$ cat src/rtl/sd_wb_rd_align_pkg.sv
// rtl/sd_wb_rd_align_pkg.sv - shared types and byte-lane helpers for the Wishbone read aligner
package sd_wb_rd_align_pkg;

    typedef enum logic [2:0] {
        IDLE,
        PRIME,
        RUN,
        FLUSH,
        DRAIN
    } state_t;

    // Lane enable of the final word; a zero remainder means the word is full.
    function automatic logic [3:0] final_be(input logic [1:0] rem);
        logic [3:0] be;
        case (rem)
            2'd0:    be = 4'hf;
            2'd1:    be = 4'h8;
            2'd2:    be = 4'hc;
            default: be = 4'he;
        endcase
        return be;
    endfunction

    // Big-endian lane order: offset k selects bits [31-8k:24-8k] as the first byte.
    function automatic logic [31:0] merge_word(input logic [31:0] hold,
                                               input logic [31:0] din,
                                               input logic [1:0]  k,
                                               input logic [3:0]  be);
        logic [31:0] w;
        case (k)
            2'd0:    w = din;
            2'd1:    w = {hold[23:0], din[31:24]};
            2'd2:    w = {hold[15:0], din[31:16]};
            default: w = {hold[7:0],  din[31:8]};
        endcase
        return w & {{8{be[3]}}, {8{be[2]}}, {8{be[1]}}, {8{be[0]}}};
    endfunction

endpackage

$ cat src/rtl/sd_wb_byte_merge.sv
// rtl/sd_wb_byte_merge.sv - combines the held word with the incoming word and masks unused lanes
module sd_wb_byte_merge
    import sd_wb_rd_align_pkg::*;
(
    input  logic [31:0] hold_i,
    input  logic [31:0] in_i,
    input  logic [1:0]  off_i,
    input  logic [3:0]  be_i,
    output logic [31:0] data_o
);

    assign data_o = merge_word(hold_i, in_i, off_i, be_i);

endmodule

$ cat src/rtl/sd_wb_rd_aligner.sv
// rtl/sd_wb_rd_aligner.sv - packs unaligned Wishbone read words into a left-justified TX FIFO stream
// Optional abort input enabled by defining SD_WB_RD_ALIGN_ABORT_EN.
module sd_wb_rd_aligner
    import sd_wb_rd_align_pkg::*;
#(
    parameter int BLKSIZE_W = 12
) (
    input  logic                 wb_clk,
    input  logic                 rst,
    input  logic                 start,
    input  logic [31:0]          base_adr_i,
    input  logic [BLKSIZE_W-1:0] blksize,
    input  logic                 in_valid,
    output logic                 in_ready,
    input  logic [31:0]          in_data,
    output logic                 out_valid,
    input  logic                 out_ready,
    output logic [31:0]          out_data,
    output logic [3:0]           out_be,
    output logic                 out_last,
    output logic                 busy,
    output logic                 done
`ifdef SD_WB_RD_ALIGN_ABORT_EN
    ,
    input  logic                 abort_i
`endif
);

    localparam int CW = BLKSIZE_W + 1;

    state_t        state_q, state_d;
    logic [1:0]    off_q;
    logic [3:0]    fin_be_q;
    logic [CW-1:0] in_cnt_q, out_cnt_q;
    logic [CW-1:0] in_cnt_init, out_cnt_init;
    logic [31:0]   hold_q;
    logic          out_valid_q, out_last_q, done_q;
    logic [3:0]    out_be_q;
    logic [31:0]   out_data_q;
    logic          abort, in_hs, out_hs, out_free, load_word, use_flush;
    logic [3:0]    be_cur;
    logic [31:0]   merge_in, merged;
    logic          unused_adr;

    assign unused_adr = ^base_adr_i[31:2];

`ifdef SD_WB_RD_ALIGN_ABORT_EN
    assign abort = abort_i && (state_q != IDLE);
`else
    assign abort = 1'b0;
`endif

    assign in_cnt_init  = (CW'(base_adr_i[1:0]) + CW'(blksize) + CW'(3)) >> 2;
    assign out_cnt_init = (CW'(blksize) + CW'(3)) >> 2;

    assign out_free = !out_valid_q || out_ready;
    assign in_hs    = in_valid && in_ready;
    assign out_hs   = out_valid_q && out_ready;
    assign be_cur   = (out_cnt_q == CW'(1)) ? fin_be_q : 4'hf;
    assign merge_in = use_flush ? 32'h0 : in_data;

    sd_wb_byte_merge u_merge (
        .hold_i (hold_q),
        .in_i   (merge_in),
        .off_i  (off_q),
        .be_i   (be_cur),
        .data_o (merged)
    );

    always_ff @(posedge wb_clk or negedge rst) begin
        if (!rst) begin
            state_q <= IDLE;
        end else begin
            state_q <= state_d;
        end
    end

    always_comb begin
        state_d = state_q;
        case (state_q)
            IDLE: begin
                if (start && blksize != '0) begin
                    state_d = (base_adr_i[1:0] != 2'd0) ? PRIME : RUN;
                end
            end
            PRIME: begin
                if (in_hs) state_d = RUN;
            end
            RUN: begin
                // in_cnt never exceeds out_cnt here, so the last output also drains the input side
                if (in_hs) begin
                    if (out_cnt_q == CW'(1))     state_d = DRAIN;
                    else if (in_cnt_q == CW'(1)) state_d = FLUSH;
                end else if (in_cnt_q == '0) begin
                    state_d = FLUSH;
                end
            end
            FLUSH: begin
                if (load_word) state_d = DRAIN;
            end
            DRAIN: begin
                if (out_hs && out_last_q) state_d = IDLE;
            end
            default: state_d = IDLE;
        endcase
        if (abort) state_d = IDLE;
    end

    always_comb begin
        in_ready  = 1'b0;
        load_word = 1'b0;
        use_flush = 1'b0;
        busy      = (state_q != IDLE);
        case (state_q)
            PRIME: in_ready = 1'b1;
            RUN: begin
                in_ready  = (in_cnt_q != '0) && out_free;
                load_word = in_valid && in_ready;
            end
            FLUSH: begin
                use_flush = 1'b1;
                load_word = out_free;
            end
            default: ;
        endcase
    end

    always_ff @(posedge wb_clk or negedge rst) begin
        if (!rst) begin
            off_q     <= 2'd0;
            fin_be_q  <= 4'h0;
            in_cnt_q  <= '0;
            out_cnt_q <= '0;
            hold_q    <= 32'h0;
        end else if (abort) begin
            off_q     <= 2'd0;
            fin_be_q  <= 4'h0;
            in_cnt_q  <= '0;
            out_cnt_q <= '0;
            hold_q    <= 32'h0;
        end else begin
            if (state_q == IDLE && start) begin
                off_q     <= base_adr_i[1:0];
                fin_be_q  <= final_be(blksize[1:0]);
                in_cnt_q  <= in_cnt_init;
                out_cnt_q <= out_cnt_init;
            end
            if (in_hs) begin
                hold_q   <= in_data;
                in_cnt_q <= in_cnt_q - CW'(1);
            end
            if (load_word) begin
                out_cnt_q <= out_cnt_q - CW'(1);
            end
        end
    end

    always_ff @(posedge wb_clk or negedge rst) begin
        if (!rst) begin
            out_valid_q <= 1'b0;
            out_data_q  <= 32'h0;
            out_be_q    <= 4'h0;
            out_last_q  <= 1'b0;
            done_q      <= 1'b0;
        end else begin
            done_q <= !abort &&
                      ((state_q == IDLE && start && blksize == '0) ||
                       (state_q == DRAIN && out_hs && out_last_q));
            if (abort) begin
                out_valid_q <= 1'b0;
                out_data_q  <= 32'h0;
                out_be_q    <= 4'h0;
                out_last_q  <= 1'b0;
            end else if (load_word) begin
                out_valid_q <= 1'b1;
                out_data_q  <= merged;
                out_be_q    <= be_cur;
                out_last_q  <= (out_cnt_q == CW'(1));
            end else if (out_ready) begin
                out_valid_q <= 1'b0;
                out_data_q  <= 32'h0;
                out_be_q    <= 4'h0;
                out_last_q  <= 1'b0;
            end
        end
    end

    assign out_valid = out_valid_q;
    assign out_data  = out_data_q;
    assign out_be    = out_be_q;
    assign out_last  = out_last_q;
    assign done      = done_q;

endmodule

$ cat config.mk
export PLATFORM = sky130hd
export DESIGN_NAME = sd_wb_rd_aligner
export DESIGN_NICKNAME = d
export VERILOG_FILES = /design/src/rtl/sd_wb_rd_align_pkg.sv /design/src/rtl/sd_wb_byte_merge.sv /design/src/rtl/sd_wb_rd_aligner.sv
export SDC_FILE = /design/constraint.sdc
export NUM_CORES = 1
export LEC_CHECK = 0
export ABC_AREA = 1
export CORE_MARGIN = 2
export CORE_UTILIZATION = 40
export CTS_CLUSTER_DIAMETER = 40
export DETAILED_ROUTE_END_ITERATION = 6
export PLACE_DENSITY = 0.74
export SLEW_MARGIN = 5
export SYNTH_ARGS = -nofsm -noshare
export SYNTH_HDL_FRONTEND = slang
export SYNTH_SLANG_ARGS = --single-unit
$ cat constraint.sdc
create_clock -name wb_clk -period 4.9 [get_ports wb_clk]
set_input_delay 0.98 -clock wb_clk [delete_from_list [all_inputs] [get_ports wb_clk]]
set_output_delay 0.98 -clock wb_clk [all_outputs]
set_load 0.05 [all_outputs]
==> out/summary.txt, run 1 <==
Status: completed
Synth area leaders: dfrtp_1 (41%), nand2_1 (16%), o21ai_0 (8.6%)
Comb pwr share: 52.3%
Row count: 44
Flop and latch count out of synthesis: 98
Worst-path fanout max: 4
Relative slew slack: 23.9%
Final worst slack: 1.09 ns
Dpl cells: 1095
Worst Hold Class: reg -> reg
Final Cycle Share: 77.8%
Clock power share: 16.3%
Setup crit start kind: input port
Fin cells: 1110
Initial DRC count: 531
Tot GR Track Use: 21.1%
DP HPWL: 11700 um
DP Area: 6970 sq um
First-pass GRT wire length: 27000 um
Average wire per standard cell: 15.0 um
Fraction of layout instances using a drive strength above 1: 4.21%
Synth Area per Inst: 7.04 sq um
DR DRC count: 0
PostCTS Resize Cnt: 0
Unique cell type count in the Yosys netlist: 36
Die Y: 126 um
Core Region: 14500 sq um
Placement Setup Slack: 1.08 ns
CTS tree: yes
Total grt overflow: 0
DRT antenna net count: 0
Minimum clock period: 3.81 ns
Setup TNS: 0 ns
Final setup skew: 0.0120 ns
Clock slew seen by the registers of the worst setup and hold paths: 0.06 ns
Vias: 5860
DR vias/cell: 5.28
DRT Wirelength: 16600 um
DRT Pass-1 Iters: 5
N_diodes: 0
Syn Inst Count: 847
Worst path required time: 3.92 ns
Synthesized area: 5960 sq um
Vias in the first global route: 5404
H-tree lvl count: 3
Final core occ: 49.9%
Highest Clock Rate: 262 MHz
Die area: 15900 sq um
Synthesis Warnings: 0
PortBufs: 91
Unrepaired setup endpoints after global routing: no
Hold Fails Final Rpt: 0
Initial antenna violation count: 0
Net Sw Frac: 48.4%
Leak: 3.47 nW
Setup violations, final: 0
Slew @ Worst Pin: 1.14 ns
Post-CTS Setup Inserts: 0
P&R area growth vs syn: 21.6%
Die X: 126 um
Maximum vdd ir drop: 225 uV
Yosys top cell by area: dfrtp_1
Flop pwr share: 31.4%
P per Cell Area: 597 nW/um^2
Placer Congestion: 0.927
Starting Density: 41.0%
CTS Buf Count: 9
Post-Syn Nets: 937
Longest Clk Path Bufs: 2
Post-synthesis sequential area ratio: 41.1%
Final nets: 1012
CTS Hold Buffers Added: 0
Clock root buffer master: clkbuf_16
Largest net degree at the start of global routing: 66
Crit Path Category: in -> out
Boundary pin count: 122
Skew-Pair Late Insertion Delay: 0.35 ns
Setup crit end kind: output pin
Max-capacitance violation count: 0
Final Cell Area: 7250 sq um
Arr. time, crit path: 2.83 ns
Fin. max-slew vios: 0
Synth top area share: 41.1%
Clk sinks: 98
Power Internal: 2.23 mW
Sw power: 2.09 mW
==> placed cells by master (no fill, tap or decap), types with 10 or more instances in the layout <==
master,n
o21ai_1,18
nor3_1,10
nor2_1,81
nand2_1,261
inv_1,88
nand3_1,51
dfrtp_1,98
clkdlybuf4s50_1,90
o21ai_0,102
xor2_1,24
a21oi_1,18
==> path summary, 6_finish.rpt <==
path                            cells past startpoint                    start  slack, ns                       end
worst max register to register                      4     off_q[0]$_DFFE_PN0P_       2.02   out_data[0]$_DFFE_PN0P_
worst min-delay path                                2  fin_be_q[3]$_DFFE_PN0P_       0.46   fin_be_q[3]$_DFFE_PN0P_
max in group asynchronous                           2                      rst       3.18  out_cnt_q[4]$_DFFE_PN0P_
worst min register to register                      2  fin_be_q[3]$_DFFE_PN0P_       0.46   fin_be_q[3]$_DFFE_PN0P_
min in group asynchronous                           1                      rst       0.73    hold_q[20]$_DFFE_PN0P_
worst max-delay path                                6                out_ready       1.09                  in_ready
==> cells by family after synthesis <==
kind of cell	count (synthesis)	synth area share, %
simple gates	427	29.7
buf+inv	122	8.47
xor+xnor	26	3.82
compound gates	165	14.9
flops	98	41.1
fa+ha+maj	9	2.01
==> critical path, stage by stage <==
cell             delay (ns)
clkdlybuf4s50_1        0.60
nor2_1                 0.13
nor2_2                 0.11
nand2_1                0.06
nand2_2                0.11
clkdlybuf4s50_1        0.84
==> cell usage after synthesis <==
cell type,instances
nor2_1,81
clkbuf_1,13
buf_2,11
or2_2,4
inv_1,88
fa_1,1
nand2_2,5
a21oi_2,1
dfrtp_1,98
xnor2_1,2
nand2_4,2
a22oi_1,4
o2111ai_1,1
nor2_8,1
buf_6,4
xor2_1,24
o211ai_1,6
o21ai_1,18
nor2_2,6
nor2_4,1
ha_1,8
nand4_1,4
nor3_1,10
buf_1,1
nand3_1,51
o22ai_1,8
o21ai_0,102
nand3b_1,1
a31oi_1,1
buf_4,1
inv_2,3
clkinv_1,1
a221oi_1,4
nand2_1,261
o21bai_1,2
a21oi_1,18
==> power groups by stage <==
stage / sequential, mW / clock, mW / combinational (mW)
after floorplan: 1.54 / 0 / 1.42
after global placement: 1.36 / 0 / 2.20
after detailed placement: 1.36 / 0 / 2.24
after CTS: 1.35 / 0.717 / 2.25
after global routing: 1.40 / 0.753 / 2.52
final: 1.36 / 0.707 / 2.26
==> metal layers <==
layer  track usage, %  share of wire, %  wire length, um
met1             28.7                44             7340
met2             33.9                46             7720
met3             3.23               6.7             1120
met4             8.40               2.7              454
met5                0                 0                0
==> state kept, by name (all words and copies together) (netlist names) <==
| name | cells |
|---|---|
| out_cnt_q | 13 |
| in_cnt_q | 13 |
| state_q | 3 |
| out_valid | 1 |
| off_q | 2 |
| out_last | 1 |
| fin_be_q | 4 |
| out_be | 4 |
| out_data | 32 |
| done | 1 |
| hold_q | 24 |
==> area by class of cell <==
| type | count | area [sq um] |
|---|---|---|
| clock buffers | 13 | 250 |
| inverters | 92 | 345 |
| well taps | 184 | 230 |
| repair buffers | 94 | 931 |
| fillers | 1447 | 7280 |
| clock inverters | 2 | 37.5 |
| flip-flops and latches | 98 | 2450 |
| multi-input cells | 627 | 3010 |
==> stage by stage <==
stage	hold WS (ns)	power, mW
finish	0.458	4.33
global route	0.492	4.67
CTS	0.455	4.31
detailed placement	0.439	3.60
global placement	0.434	3.55
floorplan	0.423	2.96
Power figures use the tool's default switching activity.
==> run 2, diff against run 1 <==
- PLACE_DENSITY: 0.74 -> 0.76
- clock period: 4.9 -> 3.2 ns (I/O delays scaled with it)
==> run 2 against run 1 <==
Sequential power increased by 53%. Critical path depth unchanged. Worst hold slack got worse by 0.13 ns. Worst setup slack got worse by 0.43 ns. Non-clock buffer count increased by 4. Power increased by 55%. Largest cell class unchanged. Highest routed layer unchanged.
==> out/summary.txt, run 2 (synthesis results as in run 1) <==
Die area: 15900 sq um (unchanged)
Power Internal: 3.49 mW (was 2.23 mW)
Clk sinks: 98 (unchanged)
Reg2reg end: out_data[25]$_DFFE_PN0P_ (was out_data[0]$_DFFE_PN0P_)
CTS tree: yes (unchanged)
Largest net degree at the start of global routing: 52 (was 66)
R2R setup slack: 0.88 ns (was 2.02 ns)
Hold Fails Final Rpt: 0 (unchanged)
Initial DRC count: 486 (was 531)
Reg area: 2450 sq um (unchanged)
Worst-path fanout max: 4 (unchanged)
Net Sw Frac: 47.9% (was 48.4%)
Initial antenna violation count: 0 (unchanged)
FILL cells: 1468 (was 1447)
Clock power share: 16.9% (was 16.3%)
Worst path required time: 2.56 ns (was 3.92 ns)
Area taken by multi-input logic gates: 3010 sq um (unchanged)
Starting Density: 41.0% (unchanged)
Most frequent cells in the layout: nand2_1 (261), o21ai_0 (102), dfrtp_1 (98) (unchanged)
CTS Hold Buffers Added: 0 (unchanged)
Flop pwr share: 31.0% (was 31.4%)
Boundary pin count: 122 (unchanged)
Crit Path Category: in -> out (unchanged)
Clock root buffer master: clkbuf_16 (unchanged)
Row count: 44 (unchanged)
Worst setup startpoint: out_ready (unchanged)
DP HPWL: 12000 um (was 11700 um)
Maximum vdd ir drop: 391 uV (was 225 uV)
Worst r2r src: in_cnt_q[0]$_DFFE_PN0P_ (was off_q[0]$_DFFE_PN0P_)
Final Cycle Share: 79.4%
Worst Hold Class: in -> async (was reg -> reg)
DR vias/cell: 5.23 (was 5.28)
Total grt overflow: 0 (unchanged)
P per Cell Area: 915 nW/um^2 (was 597 nW/um^2)
Highest Clock Rate: 393 MHz
Core Region: 14500 sq um (unchanged)
Fraction of layout instances using a drive strength above 1: 5.05% (was 4.21%)
H-tree lvl count: 3 (unchanged)
Setup violations, final: 0 (unchanged)
DRT antenna net count: 0 (unchanged)
PostCTS Resize Cnt: 0 (unchanged)
Comb pwr share: 52.1% (was 52.3%)
P&R area growth vs syn: 22.8% (was 21.6%)
Fin. max-slew vios: 0 (unchanged)
First-pass GRT wire length: 27600 um (was 27000 um)
Vias: 5834 (was 5860)
Final setup skew: 0.00898 ns (was 0.0120 ns)
Clock slew seen by the registers of the worst setup and hold paths: 0.07 ns (was 0.06 ns)
Commonest non-fill, non-tap cell in the layout: nand2_1 (unchanged)
Final nets: 1016 (was 1012)
Max-capacitance violation count: 0 (unchanged)
Total power: 6.70 mW (was 4.33 mW)
Average wire per standard cell: 15.0 um (about the same)
PortBufs: 91 (unchanged)
Unrepaired setup endpoints after global routing: no (unchanged)
Setup crit end kind: output pin (unchanged)
N_diodes: 0 (unchanged)
Tot GR Track Use: 21.5% (was 21.1%)
Die X: 126 um (unchanged)
R2r worst-path depth: 11 (was 4)
Status: completed (unchanged)
Longest Clk Path Bufs: 2 (unchanged)
DRT Wirelength: 16800 um (was 16600 um)
DRT Pass-1 Iters: 7 (was 5)
CTS Buf Count: 9 (unchanged)
Setup crit start kind: input port (unchanged)
Skew-Pair Late Insertion Delay: 0.36 ns (was 0.35 ns)
Vias in the first global route: 5661 (was 5404)
Leak: 3.50 nW (was 3.47 nW)
Post-CTS Setup Inserts: 0 (unchanged)
Arr. time, crit path: 1.90 ns (was 2.83 ns)
Minimum clock period: 2.54 ns
Largest register FFs: 32 (unchanged)
DR DRC count: 0 (unchanged)
Slew @ Worst Pin: 0.871 ns (was 1.14 ns)
Setup TNS: 0 ns (unchanged)
Sw power: 3.21 mW (was 2.09 mW)
Placer Congestion: 0.946 (was 0.927)
Die Y: 126 um (unchanged)
Relative slew slack: 41.7% (was 23.9%)
## run 2: changes by cell type in the layout (fill, tap and decap cells not counted)
cell and delta:
clkdlybuf4s50_1 -1, buf_4 +3, clkbuf_8 +1, clkbuf_1 -2
clkinvlp_4 +1, clkinv_2 +1, buf_12 +2
## run 2: critical path, stage by stage
cell and delay, ns:
clkdlybuf4s50_1 0.52, nor2_1 0.30, nor2_2 0.07, nand2_1 0.08, nand2_2 0.11, buf_12 0.18
## run 2: metal layers
| layer | routed length [um] | GRT usage [%] |
|---|---|---|
| met5 | 0 | 0 |
| met3 | 1170 | 4.12 |
| met4 | 497 | 8.27 |
| met1 | 7220 | 27.7 |
| met2 | 7860 | 36.0 |
## run 2: through the flow
stage | hold slack [ns] | setup WS, ns | utilization, % | instance area, sq um | cells
floorplan | 0.344 | 1.09 | - | 5960 | 847
global placement | 0.433 | 0.368 | 48.3 | 7020 | 1099
detailed placement | 0.447 | 0.330 | 48.3 | 7020 | 1099
CTS | 0.344 | 0.648 | 50.4 | 7320 | 1115
global route | 0.384 | 0.469 | 50.4 | 7320 | 1115
finish | 0.327 | 0.658 | 50.4 | 7320 | 1115
## run 2: layout make-up
cell class                 instances  share of cell area, %
inverter                          92                   4.71
sequential                        98                   33.5
tap                              184                   3.14
timing repair buffer              98                   13.4
clock buffer                      12                   3.50
multi-input combinational        627                   41.0
clock inverter                     4                  0.683
## run 2: power groups by stage
stage | Combinational, mW | Sequential [mW] | Clock [mW]
3_3_place_gp | 3.39 | 2.08 | 0
6_report | 3.49 | 2.08 | 1.13
5_1_grt | 3.91 | 2.13 | 1.20
2_1_floorplan | 2.18 | 2.35 | 0
4_1_cts | 3.48 | 2.07 | 1.15
3_5_place_dp | 3.46 | 2.09 | 0
## run 2: worst max-delay path by stage
| stage | end | cells after the start |
|---|---|---|
| finish | in_ready | 6 |
| global placement | in_cnt_q[7]$_DFFE_PN0P_ | 12 |
| global route | in_cnt_q[7]$_DFFE_PN0P_ | 12 |
| CTS | in_ready | 6 |
| floorplan | in_cnt_q[5]$_DFFE_PN0P_ | 11 |
| detailed placement | in_cnt_q[7]$_DFFE_PN0P_ | 12 |
